===== config.mk =====
export PLATFORM = sky130hd
export DESIGN_NAME = unified_mem_arbiter
export DESIGN_NICKNAME = d
export VERILOG_FILES = /design/src/rtl/mem_arb_pkg.sv /design/src/rtl/unified_mem_arbiter.sv
export SDC_FILE = /design/constraint.sdc
export NUM_CORES = 1
export LEC_CHECK = 0
export BUFFER_PORTS_ARGS = -buffer_cell sky130_fd_sc_hd__buf_2
export CORE_ASPECT_RATIO = 0.8
export CORE_UTILIZATION = 25
export CTS_CLUSTER_SIZE = 40
export DETAILED_ROUTE_END_ITERATION = 10
export SLEW_MARGIN = 20
export SYNTH_ARGS = -nofsm -noshare
export SYNTH_HDL_FRONTEND = slang
export SYNTH_SLANG_ARGS = --single-unit

===== constraint.sdc =====
create_clock -name clk -period 4.4 [get_ports clk]
set_input_delay 0.22 -clock clk [delete_from_list [all_inputs] [get_ports clk]]
set_output_delay 0.22 -clock clk [all_outputs]
set_load 0.03 [all_outputs]

===== src/rtl/mem_arb_pkg.sv =====
`default_nettype none
//==============================================================================
// Module   : mem_arb_pkg
// Brief    : Shared types and defaults for the unified memory arbiter.
// Revision : 1.0 - initial release
//==============================================================================
package mem_arb_pkg;

  // Arbiter FSM states; explicit width keeps the encoding stable across tools.
  typedef enum logic [2:0] {
    IDLE   = 3'd0,
    BUSY_F = 3'd1,
    BUSY_D = 3'd2,
    RESP_F = 3'd3,
    RESP_D = 3'd4
  } arb_state_t;

  // Identity of the requester that owns the current memory transaction.
  typedef enum logic {
    FETCH = 1'b0,
    DATA  = 1'b1
  } req_id_t;

  localparam int unsigned c_def_starve_limit = 4;
  localparam int unsigned c_def_timeout      = 16;

  // Data normally wins; fetch wins when it is alone or has been starved too long.
  function automatic req_id_t pick_winner(input logic fetch_pending,
                                          input logic data_pending,
                                          input logic fetch_starved);
    if (fetch_pending && (!data_pending || fetch_starved)) begin
      return FETCH;
    end
    return DATA;
  endfunction

endpackage
`default_nettype wire


===== src/rtl/unified_mem_arbiter.sv =====
`default_nettype none
//==============================================================================
// Module   : unified_mem_arbiter
// Brief    : Shares one single-ported memory between instruction fetch and
//            load/store, with fetch anti-starvation and a response watchdog.
// Revision : 1.0 - initial release
//==============================================================================
module unified_mem_arbiter
  import mem_arb_pkg::*;
#(
  parameter int unsigned ADDR_W       = 32,
  parameter int unsigned DATA_W       = 32,
  parameter int unsigned STARVE_LIMIT = c_def_starve_limit,
  parameter int unsigned TIMEOUT      = c_def_timeout
) (
  input  logic              clk,
  input  logic              rst_n,
  // fetch side
  input  logic              fetch_req,
  input  logic [ADDR_W-1:0] fetch_addr,
  output logic              fetch_ready,
  output logic [DATA_W-1:0] fetch_data,
  output logic              fetch_err,
  // data side
  input  logic              data_req,
  input  logic              data_we,
  input  logic [ADDR_W-1:0] data_addr,
  input  logic [DATA_W-1:0] data_wdata,
  output logic              data_ready,
  output logic [DATA_W-1:0] data_rdata,
  output logic              data_err,
  // memory side
  output logic              mem_req,
  output logic              mem_we,
  output logic [ADDR_W-1:0] mem_addr,
  output logic [DATA_W-1:0] mem_wdata,
  input  logic              mem_ack,
  input  logic [DATA_W-1:0] mem_rdata
);

  // Counter widths: starvation counter must hold STARVE_LIMIT, watchdog TIMEOUT-1.
  localparam int unsigned c_sc_w = $clog2(STARVE_LIMIT + 1);
  localparam int unsigned c_wd_w = (TIMEOUT > 1) ? $clog2(TIMEOUT) : 1;

  localparam logic [c_sc_w-1:0] c_starve_max = c_sc_w'(STARVE_LIMIT);
  localparam logic [c_wd_w-1:0] c_wd_last    = c_wd_w'(TIMEOUT - 1);

  arb_state_t        r_state;
  logic [c_sc_w-1:0] r_starve_cnt;
  logic [c_wd_w-1:0] r_wd_cnt;

  logic              w_any_req;
  logic              w_fetch_starved;
  req_id_t           w_grant_id;

  assign w_any_req       = fetch_req | data_req;
  assign w_fetch_starved = (r_starve_cnt == c_starve_max);
  assign w_grant_id      = pick_winner(fetch_req, data_req, w_fetch_starved);

  // FSM, counters and every output register advance together in one block.
  always_ff @(posedge clk or negedge rst_n) begin
    if (!rst_n) begin
      r_state      <= IDLE;
      r_starve_cnt <= '0;
      r_wd_cnt     <= '0;
      mem_req      <= 1'b0;
      mem_we       <= 1'b0;
      mem_addr     <= '0;
      mem_wdata    <= '0;
      fetch_ready  <= 1'b0;
      fetch_err    <= 1'b0;
      fetch_data   <= '0;
      data_ready   <= 1'b0;
      data_err     <= 1'b0;
      data_rdata   <= '0;
    end else begin
      // Response flags are single-cycle pulses raised only on entry to RESP_x.
      fetch_ready <= 1'b0;
      fetch_err   <= 1'b0;
      data_ready  <= 1'b0;
      data_err    <= 1'b0;

      case (r_state)
        IDLE: begin
          if (w_any_req) begin
            mem_req  <= 1'b1;
            r_wd_cnt <= '0;
            if (w_grant_id == FETCH) begin
              mem_we       <= 1'b0;
              mem_addr     <= fetch_addr;
              mem_wdata    <= '0;
              r_starve_cnt <= '0;
              r_state      <= BUSY_F;
            end else begin
              mem_we    <= data_we;
              mem_addr  <= data_addr;
              mem_wdata <= data_wdata;
              // Only data grants that bypass a waiting fetch count toward starvation.
              if (fetch_req) begin
                if (r_starve_cnt != c_starve_max) begin
                  r_starve_cnt <= r_starve_cnt + 1'b1;
                end
              end else begin
                r_starve_cnt <= '0;
              end
              r_state <= BUSY_D;
            end
          end
        end

        BUSY_F, BUSY_D: begin
          // An ack on the watchdog's last cycle still completes normally.
          if (mem_ack) begin
            mem_req <= 1'b0;
            if (r_state == BUSY_F) begin
              fetch_data  <= mem_rdata;
              fetch_ready <= 1'b1;
              r_state     <= RESP_F;
            end else begin
              data_rdata <= mem_we ? '0 : mem_rdata;
              data_ready <= 1'b1;
              r_state    <= RESP_D;
            end
          end else if (r_wd_cnt == c_wd_last) begin
            mem_req <= 1'b0;
            if (r_state == BUSY_F) begin
              fetch_data  <= '0;
              fetch_ready <= 1'b1;
              fetch_err   <= 1'b1;
              r_state     <= RESP_F;
            end else begin
              data_rdata <= '0;
              data_ready <= 1'b1;
              data_err   <= 1'b1;
              r_state    <= RESP_D;
            end
          end else begin
            r_wd_cnt <= r_wd_cnt + 1'b1;
          end
        end

        RESP_F, RESP_D: begin
          r_state <= IDLE;
        end

        default: begin
          r_state <= IDLE;
        end
      endcase
    end
  end

endmodule
`default_nettype wire


==> flow_summary.toml, run 1 <==
[synth]
synth_compound_area_share_pct = 27.4
synthFlopType = "dfrtp_1"
postSynthAreaPerCell_um2 = 10.9
synth_largest_area_cell = "dfrtp_1"
muxShareOfSynthArea_pct = 0.186
async_flop_share_pct = 100
yosys_warnings = 0
synth_top_area_share_pct = 59.6
synth_xor_area_share_pct = 0.290
syn_inst = 555
synth.area.top_cells = "dfrtp_1, o21ai_0, a22o_1, o2bb2ai_1, o31ai_1"
yosys.cell_count.top_type = "dfrtp_1"
syn-num-nets = 692
synth_top_family_by_area = "compound AO/OA/AOI/OAI gates"
yosys.area_share.simple_pct = 6.95
syn_area_mm2 = 0.00605
seq_area_frac_synth_pct = 59.6
synth_edf_count = 0
synth-adder-area-share_pct = 0.620
synth.distinct_cells = 41
synthTopCellsByCount = "dfrtp_1, o21ai_0, clkbuf_1, a21oi_1, nand2_1"
synth_seq_cells = 144

[timing]
clock_skew_ps = 15.6
tightest_slew_ps = 1080
setup_violations = 0
period_minus_slack_ps = 2370
rsz0062_at_grt = "false"
fin_tns_setup_ps = 0
finalHoldViolations = 0
relSlewSlack_pct = 28.3
period_share_pct = 53.8
fmax_mhz = 422
layout_setup_ws_ps = 2030
whs_ps = 26.8
drv_slew = 0

[finish]
final_nets = 953
area_delta_synth_final_pct = 40.0
drive_gt1_share_pct = 38.2
n_antenna_cell = 0

[place]
post-place-ws_ps = 1570
dp_hpwl_um = 12200
gp_congestion = 0.738
io_buffers = 267

[job]
cap_viol_max_count = 0

[critical_path]
end_kind = "register"
crit_required_ps = 4750
worst-setup-path-type = "in2reg"
max_stage_delay_ps = 980
worstPathCellList = "buf_2, or2_2, o211a_1, a22o_1"
start_kind = "input port"
crit_path_max_fanout = 38
cp_slowest_cell = "o211a_1"
crit_arrival_ps = 2720

[clock_tree]
cts_tree = "built"
clk_pin_slew_ps = 60
root_buffer = "clkbuf_16"
cts_buffer_depth = 2
clock_latency_ps = 420
htree_levels = 4
cts.sinks = 144
cts_made_buffers = 17

[pwr]
p_clk_share_pct = 21.9
peakVddDrop_mv = 0.344
seq_power_share_pct = 32.6
power.switching_w = 0.00307
power_per_cell_area_mw_per_mm2 = 809
swShare_pct = 44.8
power.internal_w = 0.00378
p_leak_nw = 4.05
comb_power_share_pct = 45.4

[route]
wl_met2_um = 8700
wl_met1_um = 9220
drt_pre_antenna_iters = 4
top_layer_used = "met4"
routedWlPerCell_um = 16.8
vias_per_cell = 4.84
wl_met3_um = 1020
drt_iter0_drc = 318
vias = 5525
drc = 0
drt-total-wl_um = 19100
final_antenna_net_count = 0

[global_routing]
grt_pass1_vias = 5594
grt-ovfl-total = 0
grt_pass1_wl_um = 30000
grt_use_total_pct = 15.5
antenna_found_initial = 0
grt_max_degree = 55

[floorplan]
ios = 268
num_rows = 50
die_w_um = 176
die_h_um = 141
start_util_pct = 25.6
die_area_mm2 = 0.0248
fp.coreArea_mm2 = 0.0236

[min_path]
min_path_type = "in2reg"

[status]
outcome = "finished, final reports clean"
## sequential cells by signal, indices dropped and copies added, names as in the netlist, 3 cells and up
name / count
data_rdata: 32
fetch_data: 32
mem_addr: 32
mem_wdata: 32
r_starve_cnt: 3
r_state: 3
r_wd_cnt: 4
## power groups by stage
stage | Combinational, W | Sequential (W) | Clock [W]
CTS | 0.00314 | 0.00224 | 0.00156
global route | 0.00335 | 0.00231 | 0.00162
global placement | 0.00310 | 0.00225 | 0
floorplan | 0.00113 | 0.00326 | 0
finish | 0.00311 | 0.00224 | 0.00150
detailed placement | 0.00313 | 0.00224 | 0
## layout by cell type (no fill, tap or decap), types with 2 or more instances in the layout
master	n
buf_2	266
o21ai_0	64
inv_6	2
nand2_1	36
inv_1	9
a21oi_1	37
a22o_1	34
nor3b_1	2
dlygate4sd3_1	23
ha_1	3
clkinvlp_4	2
nand4b_1	2
nand3_1	32
dfrtp_1	144
buf_4	13
o311ai_0	2
nor2_1	4
o31ai_1	33
clkinv_2	2
and2_1	2
clkbuf_16	17
clkinv_4	3
bufinv_16	3
a31oi_1	34
o2bb2ai_1	32
clkbuf_1	2
## layer usage
layer  track usage (%)  vias up
met5                 0        -
met2              24.0      198
met3              3.72       14
li1                  -     2607
met1              21.4     2706
met4              4.71        0
## worst max-delay path, delay by kind of cell
kind | cells | cell delay, ps
buf+inv | 1 | 530
compound gates | 2 | 1230
simple gates | 1 | 710
## cell families (layout without fill, tap and decap cells)
| logic type | count (synthesis) | after routing |
|---|---|---|
| AND/OR/NAND/NOR | 88 | 88 |
| adder cells (fa/ha/maj) | 3 | 3 |
| buffers and inverters | 70 | 344 |
| flip-flops | 144 | 144 |
| XOR/XNOR | 2 | 2 |
| multiplexers | 1 | 1 |
| AO/OA/AOI/OAI | 247 | 247 |
## metrics by stage
stage               total power [W]  utilization (%)  area [um2]  instances
floorplan                   0.00440                -        6050        555
global placement            0.00535             32.4        7630       1086
detailed placement          0.00537             32.4        7630       1086
CTS                         0.00694             35.9        8460       1140
global route                0.00728             35.9        8470       1141
finish                      0.00685             35.9        8470       1141
## path summary, 6_finish.rpt
check	startpoint	to	slack [ps]	cells after the start
worst min-delay path	data_wdata[3]	mem_wdata[3]$_DFFE_PN0P_	30	2
worst max register to register	r_state[1]$_DFFE_PN0P_	mem_wdata[6]$_DFFE_PN0P_	2030	4
max in group asynchronous	rst_n	fetch_data[25]$_DFFE_PN0P_	2990	3
min in group asynchronous	rst_n	fetch_data[4]$_DFFE_PN0P_	310	2
worst min register to register	fetch_data[14]$_DFFE_PN0P_	fetch_data[14]$_DFFE_PN0P_	480	1
worst max-delay path	fetch_req	mem_wdata[6]$_DFFE_PN0P_	2030	4
## cell type report
cell class              instances  area (um2)
fillers                      2391       15100
multi-input cells             341        2170
clock buffers                  20         447
clock inverters                12         159
repair buffers                303        1670
flip-flops and latches        144        3600
inverters                       9        33.8
well taps                     312         390
## timing repair
action                    in CTS  in global routing
hold buffers                  22                  1
setup buffers                  0                  0
hold endpoints to repair      73                  1
resized for setup              0                  0
No activity file was read; power rests on OpenSTA's default activity.
==> run 2, diff against run 1 <==
Clock period 4.4 ns to 2.4 ns, I/O delays scaled along.
==> flow_summary.toml, run 2 (synthesized netlist as in run 1, its figures left out) <==
[status]
outcome = "finished, final reports clean"

[floorplan]
die_w_um = 176
ios = 268
die_h_um = 141
start_util_pct = 25.6
num_rows = 50
die_area_mm2 = 0.0248
fp.coreArea_mm2 = 0.0236

[finish]
final_common_cell = "buf_2"
fillers = 2300
area_delta_synth_final_pct = 58.2
drive_gt1_share_pct = 34.5
final_nets = 1064
final_cell_area_mm2 = 0.00957
final_cell_mix = "buf_2, dfrtp_1, dlygate4sd3_1"
utilization_pct = 40.6

[route]
drc = 0
drt_iter0_drc = 334
drt_pre_antenna_iters = 5
routedWlPerCell_um = 16.6
final_antenna_net_count = 0
vias_per_cell = 4.84
drt-total-wl_um = 20800
vias = 6058

[pwr]
p_leak_nw = 4.51
comb_power_share_pct = 49.2
p_clk_share_pct = 19.7
swShare_pct = 44.1
seq_power_share_pct = 31.1
peakVddDrop_mv = 0.634
power_per_cell_area_mw_per_mm2 = 1380
power.switching_w = 0.00582
power.internal_w = 0.00738

[clock_tree]
clock_latency_ps = 410
cts_buffer_depth = 2
clk_pin_slew_ps = 60
post-cts-setup-buffers = 0
cts_tree = "built"
cts.sinks = 144
cts_made_buffers = 17
htree_levels = 4
root_buffer = "clkbuf_16"

[critical_path]
crit_arrival_ps = 2550
end_kind = "register"
worst-setup-path-type = "reg2reg"
rrSetupSlack_ps = 140
crit_required_ps = 2680
crit_path_max_fanout = 34
start_kind = "register"

[place]
dp_hpwl_um = 12600
post-place-ws_ps = 560
gp_congestion = 0.774
io_buffers = 267
placed_area_mm2 = 0.00772

[timing]
fin_tns_setup_ps = 0
clock_skew_ps = 7.36
fmax_mhz = 442
drv_slew = 0
finalHoldViolations = 0
relSlewSlack_pct = 61.7
layout_setup_ws_ps = 137
tightest_slew_ps = 574
rsz0062_at_grt = "false"
setup_violations = 0
period_minus_slack_ps = 2260
period_share_pct = 94.3

[global_routing]
grt-ovfl-total = 0
grt_pass1_vias = 6307
grt_pass1_wl_um = 33100
grt_max_degree = 60
grt_use_total_pct = 16.9
antenna_found_initial = 2

[job]
cap_viol_max_count = 0

[min_path]
min_path_type = "in2reg"
[run 2: cell types whose count changed in the layout (fill, tap and decap cells not counted), moves of 2 or more]
| cell | delta |
|---|---|
| clkbuf_1 | -2 |
| diode_2 | +2 |
| buf_4 | +3 |
| dlygate4sd3_1 | +104 |
| buf_12 | +3 |
| clkinv_2 | +2 |
[run 2: what timing repair did]
action	4_1_cts	5_1_grt
setup endpoints to repair	0	21
resized for setup	0	1
endpoints found under the hold margin	179	0
hold buffers	127	0
[run 2: layer usage]
layer / global-route usage, % / part of all wire (%)
met3: 4.67 / 6.7
met4: 5.26 / 1.1
met1: 21.4 / 44
met5: 0 / 0
met2: 28.1 / 48
[run 2: cell type report]
| cell class | instances | area (um2) | area share (%) |
|---|---|---|---|
| diodes | 2 | 5.00 | 0.0523 |
| clock buffers | 17 | 425 | 4.45 |
| clock inverters | 13 | 140 | 1.46 |
| inverters | 9 | 33.8 | 0.353 |
| multi-input cells | 341 | 2170 | 22.6 |
| flip-flops and latches | 144 | 3600 | 37.7 |
| well taps | 312 | 390 | 4.08 |
| repair buffers | 414 | 2810 | 29.3 |
[run 2: worst paths after layout]
| path | cells after the start | start | to |
|---|---|---|---|
| setup / recovery | 6 | r_state[1]$_DFFE_PN0P_ | mem_addr[12]$_DFFE_PN0P_ |
| hold / removal | 3 | mem_rdata[26] | data_rdata[26]$_DFFE_PN0P_ |
| setup reg to reg | 6 | r_state[1]$_DFFE_PN0P_ | mem_addr[12]$_DFFE_PN0P_ |
| hold reg to reg | 1 | fetch_data[5]$_DFFE_PN0P_ | fetch_data[5]$_DFFE_PN0P_ |
| max in group asynchronous | 3 | rst_n | mem_addr[26]$_DFFE_PN0P_ |
| min in group asynchronous | 2 | rst_n | fetch_data[6]$_DFFE_PN0P_ |
[run 2: worst max-delay path, cell delays in order, from the launching register on]
cell and delay (ps):
dfrtp_1 500, nor3_2 210, buf_4 170, and2_1 120
buf_4 360, a31oi_1 160, dlygate4sd3_1 600
[run 2: power by group through the flow]
stage / sequential, W / clock (W) / combinational [W]
2_1_floorplan: 0.00598 / 0 / 0.00208
3_3_place_gp: 0.00413 / 0 / 0.00577
3_5_place_dp: 0.00410 / 0 / 0.00586
4_1_cts: 0.00409 / 0.00269 / 0.00648
5_1_grt: 0.00424 / 0.00279 / 0.00694
6_report: 0.00411 / 0.00260 / 0.00649
[run 2: per-stage QoR]
step | hold slack, ps | power [W] | instances
after CTS | 6.52 | 0.0133 | 1250
after global placement | 146 | 0.00990 | 1093
after global routing | 15.5 | 0.0140 | 1252
after floorplan | -176 | 0.00806 | 555
final | 18.0 | 0.0132 | 1252
after detailed placement | 140 | 0.00996 | 1093
